==> src/rtl/ksa_pkg.sv <==
// ksa_pkg: shared definitions for the pipelined Kogge-Stone adder.
//   MAX_W      - widest operand the stage record can carry
//   clog2()    - ceiling log2, used to derive the number of prefix levels
//   width_ok() - legality check for the WIDTH parameter
//   stage_t    - one pipeline stage record {valid, g, p, x, amsb, bmsb, cin}
package ksa_pkg;

  localparam int MAX_W = 64;

  function automatic int clog2(input int v);
    int r;
    r = 0;
    for (int i = 0; i < 31; i++) begin
      if ((1 << i) < v) r = i + 1;
    end
    return r;
  endfunction

  // Legal widths are powers of two from 4 up to MAX_W.
  function automatic bit width_ok(input int w);
    return (w >= 4) && (w <= MAX_W) && ((w & (w - 1)) == 0);
  endfunction

  // Record carried between prefix levels. g/p/x are sized for MAX_W; bits at
  // and above the instance WIDTH are held at constant zero and prune away.
  typedef struct packed {
    logic             valid;
    logic [MAX_W-1:0] g;
    logic [MAX_W-1:0] p;
    logic [MAX_W-1:0] x;
    logic             amsb;
    logic             bmsb;
    logic             cin;
  } stage_t;

endpackage

==> src/rtl/ksa_gp_cell.sv <==
// gp_cell: Kogge-Stone prefix operator (purely combinational).
//   Gi, Pi   - generate/propagate of the upper (bit i) group
//   Gj, Pj   - generate/propagate of the lower (bit i - span) group
//   Gij, Pij - combined group generate/propagate
module gp_cell (
  input  logic Gi,
  input  logic Pi,
  input  logic Gj,
  input  logic Pj,
  output logic Gij,
  output logic Pij
);

  assign Gij = Gi | (Pi & Gj);
  assign Pij = Pi & Pj;

endmodule

==> src/rtl/ksa_pipe.sv <==
// ksa_pipe: fully pipelined Kogge-Stone adder/subtractor, LEVELS+2 cycles.
//   CLK, RST             - clock, asynchronous active-high reset
//   IN_VALID/IN_READY    - operand beat handshake (A, B, CI, SUB)
//   OUT_VALID/OUT_READY  - result beat handshake (S, CO, OVF, ZERO)
//   SUB=0: S = A+B+CI; SUB=1: S = A-B (CI ignored, CO=1 means no borrow)
//
// Handshake: a beat transfers on a rising CLK edge where valid && ready are
// both 1. A stalled result (OUT_VALID && !OUT_READY) freezes the whole
// pipeline and holds its outputs; IN_READY is simply the inverse of that
// stall, so a new beat is taken in the same cycle a result drains. Bubbles
// move through the pipe like beats and are never squeezed out.
module ksa_pipe
  import ksa_pkg::*;
#(
  parameter int WIDTH = 32
) (
  input  logic             CLK,
  input  logic             RST,
  input  logic             IN_VALID,
  output logic             IN_READY,
  input  logic [WIDTH-1:0] A,
  input  logic [WIDTH-1:0] B,
  input  logic             CI,
  input  logic             SUB,
  output logic             OUT_VALID,
  input  logic             OUT_READY,
  output logic [WIDTH-1:0] S,
  output logic             CO,
  output logic             OVF,
  output logic             ZERO
);

  localparam int LEVELS = clog2(WIDTH);

  if (!width_ok(WIDTH)) begin : g_bad_width
    $error("ksa_pipe: WIDTH must be a power of two from 4 to 64");
  end

  logic stall;
  assign stall    = OUT_VALID && !OUT_READY;
  assign IN_READY = !stall;

  // Stage 0 inputs: subtraction is A + ~B + 1.
  logic [WIDTH-1:0] bx;
  logic             cin;
  logic [WIDTH-1:0] g0;
  logic [WIDTH-1:0] p0;

  assign bx  = SUB ? ~B : B;
  assign cin = SUB ? 1'b1 : CI;
  assign p0  = A ^ bx;
  // Folding cin into bit 0 makes every later G[i] the true carry out of bit i.
  assign g0  = (A & bx) | {{(WIDTH-1){1'b0}}, p0[0] & cin};

  stage_t stg [LEVELS+1];

  logic [LEVELS:1][MAX_W-1:0] gn;
  logic [LEVELS:1][MAX_W-1:0] pn;

  for (genvar k = 1; k <= LEVELS; k++) begin : g_lvl
    localparam int SPAN = 1 << (k - 1);
    for (genvar i = 0; i < MAX_W; i++) begin : g_bit
      if (i >= SPAN && i < WIDTH) begin : g_op
        gp_cell u_cell (
          .Gi  (stg[k-1].g[i]),
          .Pi  (stg[k-1].p[i]),
          .Gj  (stg[k-1].g[i-SPAN]),
          .Pj  (stg[k-1].p[i-SPAN]),
          .Gij (gn[k][i]),
          .Pij (pn[k][i])
        );
      end else begin : g_pass
        assign gn[k][i] = stg[k-1].g[i];
        assign pn[k][i] = stg[k-1].p[i];
      end
    end
  end

  // Final stage: after LEVELS levels, G[i] is the carry out of bit i.
  logic [WIDTH-1:0] c_f;
  logic [WIDTH-1:0] x_f;
  logic [WIDTH-1:0] s_f;

  assign c_f = stg[LEVELS].g[WIDTH-1:0];
  assign x_f = stg[LEVELS].x[WIDTH-1:0];
  assign s_f = x_f ^ {c_f[WIDTH-2:0], stg[LEVELS].cin};

  // Last-level propagate and the zero-padded upper bits are not needed.
  logic unused;
  assign unused = ^{stg[LEVELS].p, stg[LEVELS].g, stg[LEVELS].x};

  always_ff @(posedge CLK or posedge RST) begin
    if (RST) begin
      for (int k = 0; k <= LEVELS; k++) stg[k] <= '0;
      OUT_VALID <= 1'b0;
      S         <= '0;
      CO        <= 1'b0;
      OVF       <= 1'b0;
      ZERO      <= 1'b0;
    end else if (!stall) begin
      stg[0] <= '{valid: IN_VALID,
                  g:     MAX_W'(g0),
                  p:     MAX_W'(p0),
                  x:     MAX_W'(p0),
                  amsb:  A[WIDTH-1],
                  bmsb:  bx[WIDTH-1],
                  cin:   cin};
      for (int k = 1; k <= LEVELS; k++) begin
        stg[k] <= '{valid: stg[k-1].valid,
                    g:     gn[k],
                    p:     pn[k],
                    x:     stg[k-1].x,
                    amsb:  stg[k-1].amsb,
                    bmsb:  stg[k-1].bmsb,
                    cin:   stg[k-1].cin};
      end
      OUT_VALID <= stg[LEVELS].valid;
      S         <= s_f;
      CO        <= c_f[WIDTH-1];
      OVF       <= (stg[LEVELS].amsb == stg[LEVELS].bmsb) &&
                   (s_f[WIDTH-1] != stg[LEVELS].amsb);
      ZERO      <= (s_f == '0);
    end
  end

endmodule

==> config.mk <==
export PLATFORM = sky130hd
export DESIGN_NAME = ksa_pipe
export DESIGN_NICKNAME = d
export VERILOG_FILES = /design/src/rtl/ksa_pkg.sv /design/src/rtl/ksa_gp_cell.sv /design/src/rtl/ksa_pipe.sv
export SDC_FILE = /design/constraint.sdc
export NUM_CORES = 1
export LEC_CHECK = 0
export BUFFER_PORTS_ARGS = -buffer_cell sky130_fd_sc_hd__buf_2
export CAP_MARGIN = 20
export CELL_PAD_IN_SITES_DETAIL_PLACEMENT = 1
export CELL_PAD_IN_SITES_GLOBAL_PLACEMENT = 1
export CORE_MARGIN = 5
export CORE_UTILIZATION = 30
export CTS_BUF_LIST = sky130_fd_sc_hd__clkbuf_8 sky130_fd_sc_hd__clkbuf_16
export DETAILED_ROUTE_END_ITERATION = 7
export GPL_TIMING_DRIVEN = 0
export PLACE_DENSITY = 0.6
export RECOVER_POWER = 25
export SLEW_MARGIN = 10
export SYNTH_ARGS = -nofsm -noshare
export SYNTH_HDL_FRONTEND = slang
export SYNTH_SLANG_ARGS = --single-unit
==> constraint.sdc <==
create_clock -name CLK -period 16.8 [get_ports CLK]
set_input_delay 1.68 -clock CLK [delete_from_list [all_inputs] [get_ports CLK]]
set_output_delay 1.68 -clock CLK [all_outputs]
set_load 0.02 [all_outputs]
==> flow_metrics.env, run 1 <==
export IMPL_synth_ff_type="dfrtp_1"
export IMPL_hold_slack_ns=0.459
export IMPL_setup_violations=0
export IMPL_drt_first_pass_iters=5
export IMPL_p_leak_uw=0.0131
export IMPL_cts_setup_buffers=0
export IMPL_grt_pass1_wl_um=108000
export IMPL_synth_seq_area_share_pct=61.8
export IMPL_synthTopCellsByArea="dfrtp_1 (62%), nand2_1 (20%), a21oi_1 (3.5%), o21ai_0 (2.3%), nand3_1 (2.3%)"
export IMPL_violations="max-capacitance violations, max-slew violations"
export IMPL_place_congestion=0.904
export IMPL_cts_resized=0
export IMPL_yosysMostFrequentCell="nand2_1"
export IMPL_clock_sinks=542
export IMPL_p_int_uw=3030
export IMPL_drt_iter0_markers=795
export IMPL_area_growth_synth_to_final_pct=17.4
export IMPL_hold_violations=0
export IMPL_synth_top_area_share_pct=61.8
export IMPL_status="complete, but fails checks"
export IMPL_synth_cells=2375
export IMPL_cts_tree="yes"
export IMPL_postRouteAntennaNets=0
export IMPL_switching_share_pct=38.0
export IMPL_finalCritPeriodShare_pct=37.0
export IMPL_start_kind="primary input"
export IMPL_htree_levels=2
export IMPL_crit_path_end_kind="asynchronous set/reset pin"
export IMPL_ys_ff_latch=542
export IMPL_irDropWorstVdd_mv=0.0868
export IMPL_wl_met1_um=32900
export IMPL_hp_start="stg[195]"
export IMPL_routed_wl_met3_um=2170
export IMPL_dr_max_layer_used="met4"
export IMPL_routedWlPerCell_um=19.5
export IMPL_arrival_ns=6.51
export IMPL_met2_length_um=32500
export IMPL_routed_wl_um=69300
export IMPL_dp_hpwl_um=54500
export IMPL_clockBufferDepth=3
export IMPL_worst_setup_path_type="in -> async"
export IMPL_syn_area_per_cell_um2=9.24
export IMPL_grt_max_degree=40
export IMPL_relSlewSlack_pct=-38.9
export IMPL_final_max_slew_viol_count=205
export IMPL_startpoint="RST"
export IMPL_grt_pass1_vias=17700
export IMPL_grt_setup_unrepaired="false"
export IMPL_hold_buffers=0
export IMPL_combPwrFrac_pct=26.5
export IMPL_nNetsFinal=2660
export IMPL_p_per_area_mw_per_mm2=190
export IMPL_setup_tns_ns=0
export IMPL_core_mm2=0.0727
export IMPL_netlist_top_cell_by_area="dfrtp_1"
export IMPL_synth_edff_count=0
export IMPL_synth_distinct_cells=23
export IMPL_multi_input_area_mm2=0.00753
export IMPL_crit_required_ns=17.09
export IMPL_cts_buffers=60
export IMPL_p_switching_uw=1860
export IMPL_clock_latency_ns=0.63
export IMPL_fmax_mhz=161
export IMPL_crit_reg2reg_launch="OUT_VALID"
export IMPL_placementRows=99
export IMPL_final_seq_area_mm2=0.0136
export IMPL_grt_total_usage_pct=17.7
export IMPL_layout_drive_gt1_share_pct=11.6
export IMPL_antenna_found_initial=1
export IMPL_die_w_um=280
export IMPL_initial_utilization_pct=30.2
export IMPL_syn_num_nets=2477
export IMPL_die_area_mm2=0.0787
export IMPL_clkPwrFrac_pct=26.3
export IMPL_cts_root_buf="clkbuf_16"
export IMPL_die_h_um=280
export IMPL_viasPerCell=4.54
export IMPL_vias=16200
export IMPL_crit_path_max_fanout=36
export IMPL_ioPinCount=107
export IMPL_worst_slew_pin_slew_ns=2.08
export IMPL_hp_class="reg -> reg"
export IMPL_route_detailed_drc=0
export IMPL_finalCriticalPeriod_ns=6.22
export IMPL_cap_violations=6
export IMPL_synthTopCellsByCount="nand2_1 (1158), dfrtp_1 (542), a21oi_1 (154), o21ai_0 (102), nand3_1 (100)"
export IMPL_seq_power_share_pct=47.2
export IMPL_synthArstFlopShare_pct=100
export IMPL_clkTransAtPathRegs_ns=0.06
export IMPL_synth_warnings=0
export IMPL_grt_overflow=0
export IMPL_fin_worst_skew_ns=0.0330
export IMPL_nFillCells=8398
export IMPL_portBuffers=105
export IMPL_syn_area_mm2=0.0219
-- kinds of logic after synthesis --
group | share of synthesized area (%)
buffers and inverters | 3.86
XOR/XNOR | 2.55
flip-flops | 61.8
AND/OR/NAND/NOR | 23.4
AO/OA/AOI/OAI | 6.56
adder cells (fa/ha/maj) | 1.82
-- area by class of cell --
type | instances | share of cell area (%)
buffer | 123 | 3.18
clock inverter | 32 | 0.967
antenna | 1 | 0.00971
sequential | 542 | 52.7
tap | 959 | 4.66
multi-input combinational | 1707 | 29.2
timing repair buffer | 121 | 2.72
inverter | 3 | 0.0486
clock buffer | 73 | 6.52
-- stage by stage --
stage	power, uW	worst slack (ns)	instance area (um^2)	cells	util, %
after global placement	3590	4.62	23700	3439	32.6
after detailed placement	3670	11.83	24000	3455	33.0
final	4900	10.58	25800	3561	35.4
after CTS	4980	11.83	25900	3560	35.7
after floorplan	3000	7.75	21900	2375	-
after global routing	5230	9.52	25800	3560	35.4
-- final timing paths --
check / end / slack (ns) / depth (start not counted)
hold / removal: stg[195] / 0.46 / 2
min in group asynchronous: S[19] / 1.31 / 2
setup reg to reg: stg[928] / 13.61 / 6
max in group CLK: IN_READY / 11.13 / 7
setup / recovery: stg[865] / 10.58 / 5
hold reg to reg: stg[195] / 0.46 / 2
-- power groups by stage --
stage / Sequential [uW] / Clock (uW) / Combinational (uW)
final: 2310 / 1290 / 1300
after global routing: 2370 / 1380 / 1480
after CTS: 2320 / 1320 / 1330
after detailed placement: 2340 / 0 / 1330
after global placement: 2320 / 0 / 1270
after floorplan: 2170 / 0 / 834
-- registers in the layout, summed over array words and instances, names as in the netlist --
register / cells
stg: 443
S: 32
c_f: 32
gn: 31
CO: 1
OUT_VALID: 1
OVF: 1
ZERO: 1
-- routing by layer --
metal | vias to the layer above | GRT usage [%]
li1 | 7949 | -
met1 | 7930 | 24.9
met2 | 222 | 29.0
met3 | 81 | 2.48
met4 | 0 | 4.56
met5 | - | 0
-- critical path: stages --
cell and delay [ns]:
buf_2 0.10, clkinvlp_2 0.73, clkbuf_1 0.85, clkbuf_1 1.50, clkbuf_1 1.58
-- placed cells by master (no fill, tap or decap), drive strengths merged --
cell type,synthesis,routed
clkbuf,17,103
xnor2,25,25
buf,106,214
bufinv,0,4
o21ai,131,131
nor2b,1,1
nor3,1,1
nor2,53,53
ha,32,32
or3,1,1
diode,0,1
nand3,100,100
inv,3,24
a31oi,2,2
nor4,3,3
nand4,6,6
clkinvlp,0,1
clkinv,0,6
a21oi,154,154
nand2,1158,1158
xor2,39,39
dfrtp,542,542
nand2b,1,1
No activity file was read; power rests on OpenSTA's default activity.
==> inputs of run 2 (changes only) <==
--- a/config.mk
+++ b/config.mk
@@ -5,6 +5,7 @@
 export SDC_FILE = /design/constraint.sdc
 export NUM_CORES = 1
 export LEC_CHECK = 0
+export ABC_AREA = 1
 export BUFFER_PORTS_ARGS = -buffer_cell sky130_fd_sc_hd__buf_2
 export CAP_MARGIN = 20
 export CELL_PAD_IN_SITES_DETAIL_PLACEMENT = 1
==> constraint.sdc (replaced) <==
create_clock -name CLK -period 5.1 [get_ports CLK]
set_input_delay 0.51 -clock CLK [delete_from_list [all_inputs] [get_ports CLK]]
set_output_delay 0.51 -clock CLK [all_outputs]
set_load 0.02 [all_outputs]
==> run 2 against run 1 <==
Net effect: the run still ends with max-capacitance violations, max-slew violations left; clock power grew to 3.3 times the previous value; hold slack lost 0.35 ns; global-route usage grew 1.3 points; non-clock buffer count shrank 3; die area shrank 0.50%; critical path type unchanged; highest routed layer unchanged.
==> flow_metrics.env, run 2 <==
export IMPL_synthArstFlopShare_pct=100
export IMPL_relSlewSlack_pct=-31.0
export IMPL_synth_distinct_cells=22
export IMPL_ioPinCount=107
export IMPL_status="complete, but fails checks"
export IMPL_final_cell_mix="nand2_1 (797), dfrtp_1 (542), o21ai_0 (344)"
export IMPL_clockBufferDepth=3
export IMPL_p_per_area_mw_per_mm2=622
export IMPL_ys_ff_latch=542
export IMPL_grt_pass1_wl_um=114000
export IMPL_hp_class="in -> reg"
export IMPL_crit_path_max_fanout=36
export IMPL_grt_total_usage_pct=19.1
export IMPL_viasPerCell=4.73
export IMPL_setup_violations=0
export IMPL_violations="max-capacitance violations, max-slew violations"
export IMPL_area_growth_synth_to_final_pct=18.1
export IMPL_grt_max_degree=40
export IMPL_finalCritPeriodShare_pct=61.0
export IMPL_hold_slack_ns=0.108
export IMPL_cts_resized=0
export IMPL_routed_wl_um=74800
export IMPL_synthTopCellsByArea="dfrtp_1 (62%), nand2_1 (14%), o21ai_0 (7.9%), inv_1 (3.2%), a21oi_1 (2.1%)"
export IMPL_htree_levels=2
export IMPL_initial_utilization_pct=30.1
export IMPL_syn_area_mm2=0.0218
export IMPL_place_congestion=0.913
export IMPL_crit_required_ns=5.92
export IMPL_synth_ff_type="dfrtp_1"
export IMPL_cts_buffers=59
export IMPL_drt_iter0_markers=1000
export IMPL_fin_ws_ns=1.99
export IMPL_cts_setup_buffers=0
export IMPL_clock_sinks=542
export IMPL_stdcell_area_mm2=0.0258
export IMPL_syn_area_per_cell_um2=9.43
export IMPL_portBuffers=105
export IMPL_final_max_slew_viol_count=90
export IMPL_drt_first_pass_iters=5
export IMPL_grt_pass1_vias=18000
export IMPL_antenna_found_initial=2
export IMPL_nFillCells=8466
export IMPL_cts_root_buf="clkbuf_16"
export IMPL_dpl_worst_slack_ns=2.74
export IMPL_arrival_ns=3.93
export IMPL_synth_edff_count=0
export IMPL_hold_violations=0
export IMPL_die_h_um=280
export IMPL_synth_top_area_share_pct=62.1
export IMPL_final_common_cell="nand2_1"
export IMPL_placed_area_mm2=0.0239
export IMPL_netlist_top_cell_by_area="dfrtp_1"
export IMPL_largest_reg_flops=443
export IMPL_cap_violations=3
export IMPL_worst_slew_pin_slew_ns=1.97
export IMPL_worst_setup_path_type="in -> async"
export IMPL_synth_warnings=0
export IMPL_postRouteAntennaNets=0
export IMPL_route_detailed_drc=0
export IMPL_routedWlPerCell_um=21.4
export IMPL_nNetsFinal=2599
export IMPL_synthTopCellsByCount="nand2_1 (797), dfrtp_1 (542), o21ai_0 (344), inv_1 (188), a21oi_1 (93)"
export IMPL_vias=16600
export IMPL_start_kind="primary input"
export IMPL_irDropWorstVdd_mv=0.312
export IMPL_clkTransAtPathRegs_ns=0.06
export IMPL_crit_path_end_kind="asynchronous set/reset pin"
export IMPL_dp_hpwl_um=58200
export IMPL_synth_cells=2314
export IMPL_die_area_mm2=0.0783
export IMPL_max_flop_register="stg"
export IMPL_cts_tree="yes"
export IMPL_layout_drive_gt1_share_pct=11.1
export IMPL_fin_worst_skew_ns=0.0151
export IMPL_placementRows=99
export IMPL_finalCriticalPeriod_ns=3.11
export IMPL_die_w_um=280
export IMPL_r2r_slack_ns=2.90
export IMPL_fmax_mhz=321
export IMPL_p_leak_uw=0.0124
export IMPL_synth_seq_area_share_pct=62.1
export IMPL_syn_num_nets=2416
export IMPL_grt_setup_unrepaired="false"
export IMPL_yosysMostFrequentCell="nand2_1"
export IMPL_core_mm2=0.0726
export IMPL_clock_latency_ns=0.62
export IMPL_grt_overflow=0
-- run 2: cell count changes after synthesis, sizes merged, moves of 25 or more --
cell | previous run | this run
nand2 | 1158 | 798
inv | 3 | 189
o211ai | 0 | 29
o21ai | 131 | 355
buf | 106 | 72
nand3 | 100 | 45
xnor2 | 25 | 0
nor2 | 53 | 16
o31ai | 0 | 25
a21oi | 154 | 93
clkbuf | 17 | 47
-- run 2: logic make-up (layout without fill, tap and decap cells) --
group | after synthesis | count (layout) | share of synthesized area (%)
other | 0 | 1 | 0
buffers and inverters | 308 | 535 | 6.17
DFF | 542 | 542 | 62.1
AOI/OAI and AO/OA | 526 | 526 | 12.9
adders and majority gates | 32 | 32 | 1.83
xor gates and xnor gates | 47 | 47 | 1.89
and+or+nand+nor | 859 | 859 | 15.1
-- run 2: layout make-up --
type	instances	area [um^2]	area share [%]
repair buffers	122	806	3.12
multi-input cells	1464	6920	26.8
inverters	189	713	2.77
well taps	959	1200	4.65
plain buffers	119	634	2.46
flip-flops and latches	542	13600	52.6
diodes	1	2.50	0.00970
clock inverters	31	254	0.985
clock buffers	74	1690	6.57
-- run 2: through the flow --
step | power, uW | util (%) | TNS, ns | std cells
after floorplan | 9600 | - | -1507.82 | 2314
after global placement | 11700 | 32.5 | -3202.22 | 3378
after detailed placement | 11900 | 32.9 | 0 | 3394
after CTS | 16300 | 35.6 | 0 | 3500
after global routing | 17100 | 35.5 | 0 | 3500
final | 16100 | 35.5 | 0 | 3501
-- run 2: per-layer routing --
metal  global-route usage (%)  routed length [um]  vias to the layer above
li1                         -                   -                     7847
met5                        0                   0                        -
met3                     2.55                3370                       96
met4                     5.37                2190                        0
met1                     26.7               34500                     8295
met2                     31.2               34800                      313
-- run 2: critical path, stage by stage --
cell and delay [ns]:
dlygate4sd3_1 0.54, clkbuf_1 0.10, clkinvlp_2 0.58, clkbuf_1 1.36, buf_12 0.33, buf_12 0.22
buf_12 0.20
-- run 2: path summary, 6_finish.rpt --
check / start / end / cells after the start
worst max-delay path: RST / stg[1004] / 7
worst min-delay path: IN_VALID / stg[1175] / 3
worst max register to register: OUT_VALID / stg[294] / 5
worst min register to register: stg[195] / OUT_VALID / 2
max in group CLK: OUT_VALID / IN_READY / 4
min in group asynchronous: RST / stg[7] / 3
-- run 2: repair_timing --
item / in CTS / in global routing
setup endpoints to repair: 0 / 0
hold endpoints to repair: 16 / 0
hold buffers: 1 / 0
-- run 2: power breakdown --
| part | switching (uW) | internal, uW | leakage (uW) |
|---|---|---|---|
| combinational | 3100 | 1340 | 0.00450 |
| clock | 1770 | 2520 | 0.00102 |
| sequential | 1340 | 5990 | 0.00688 |
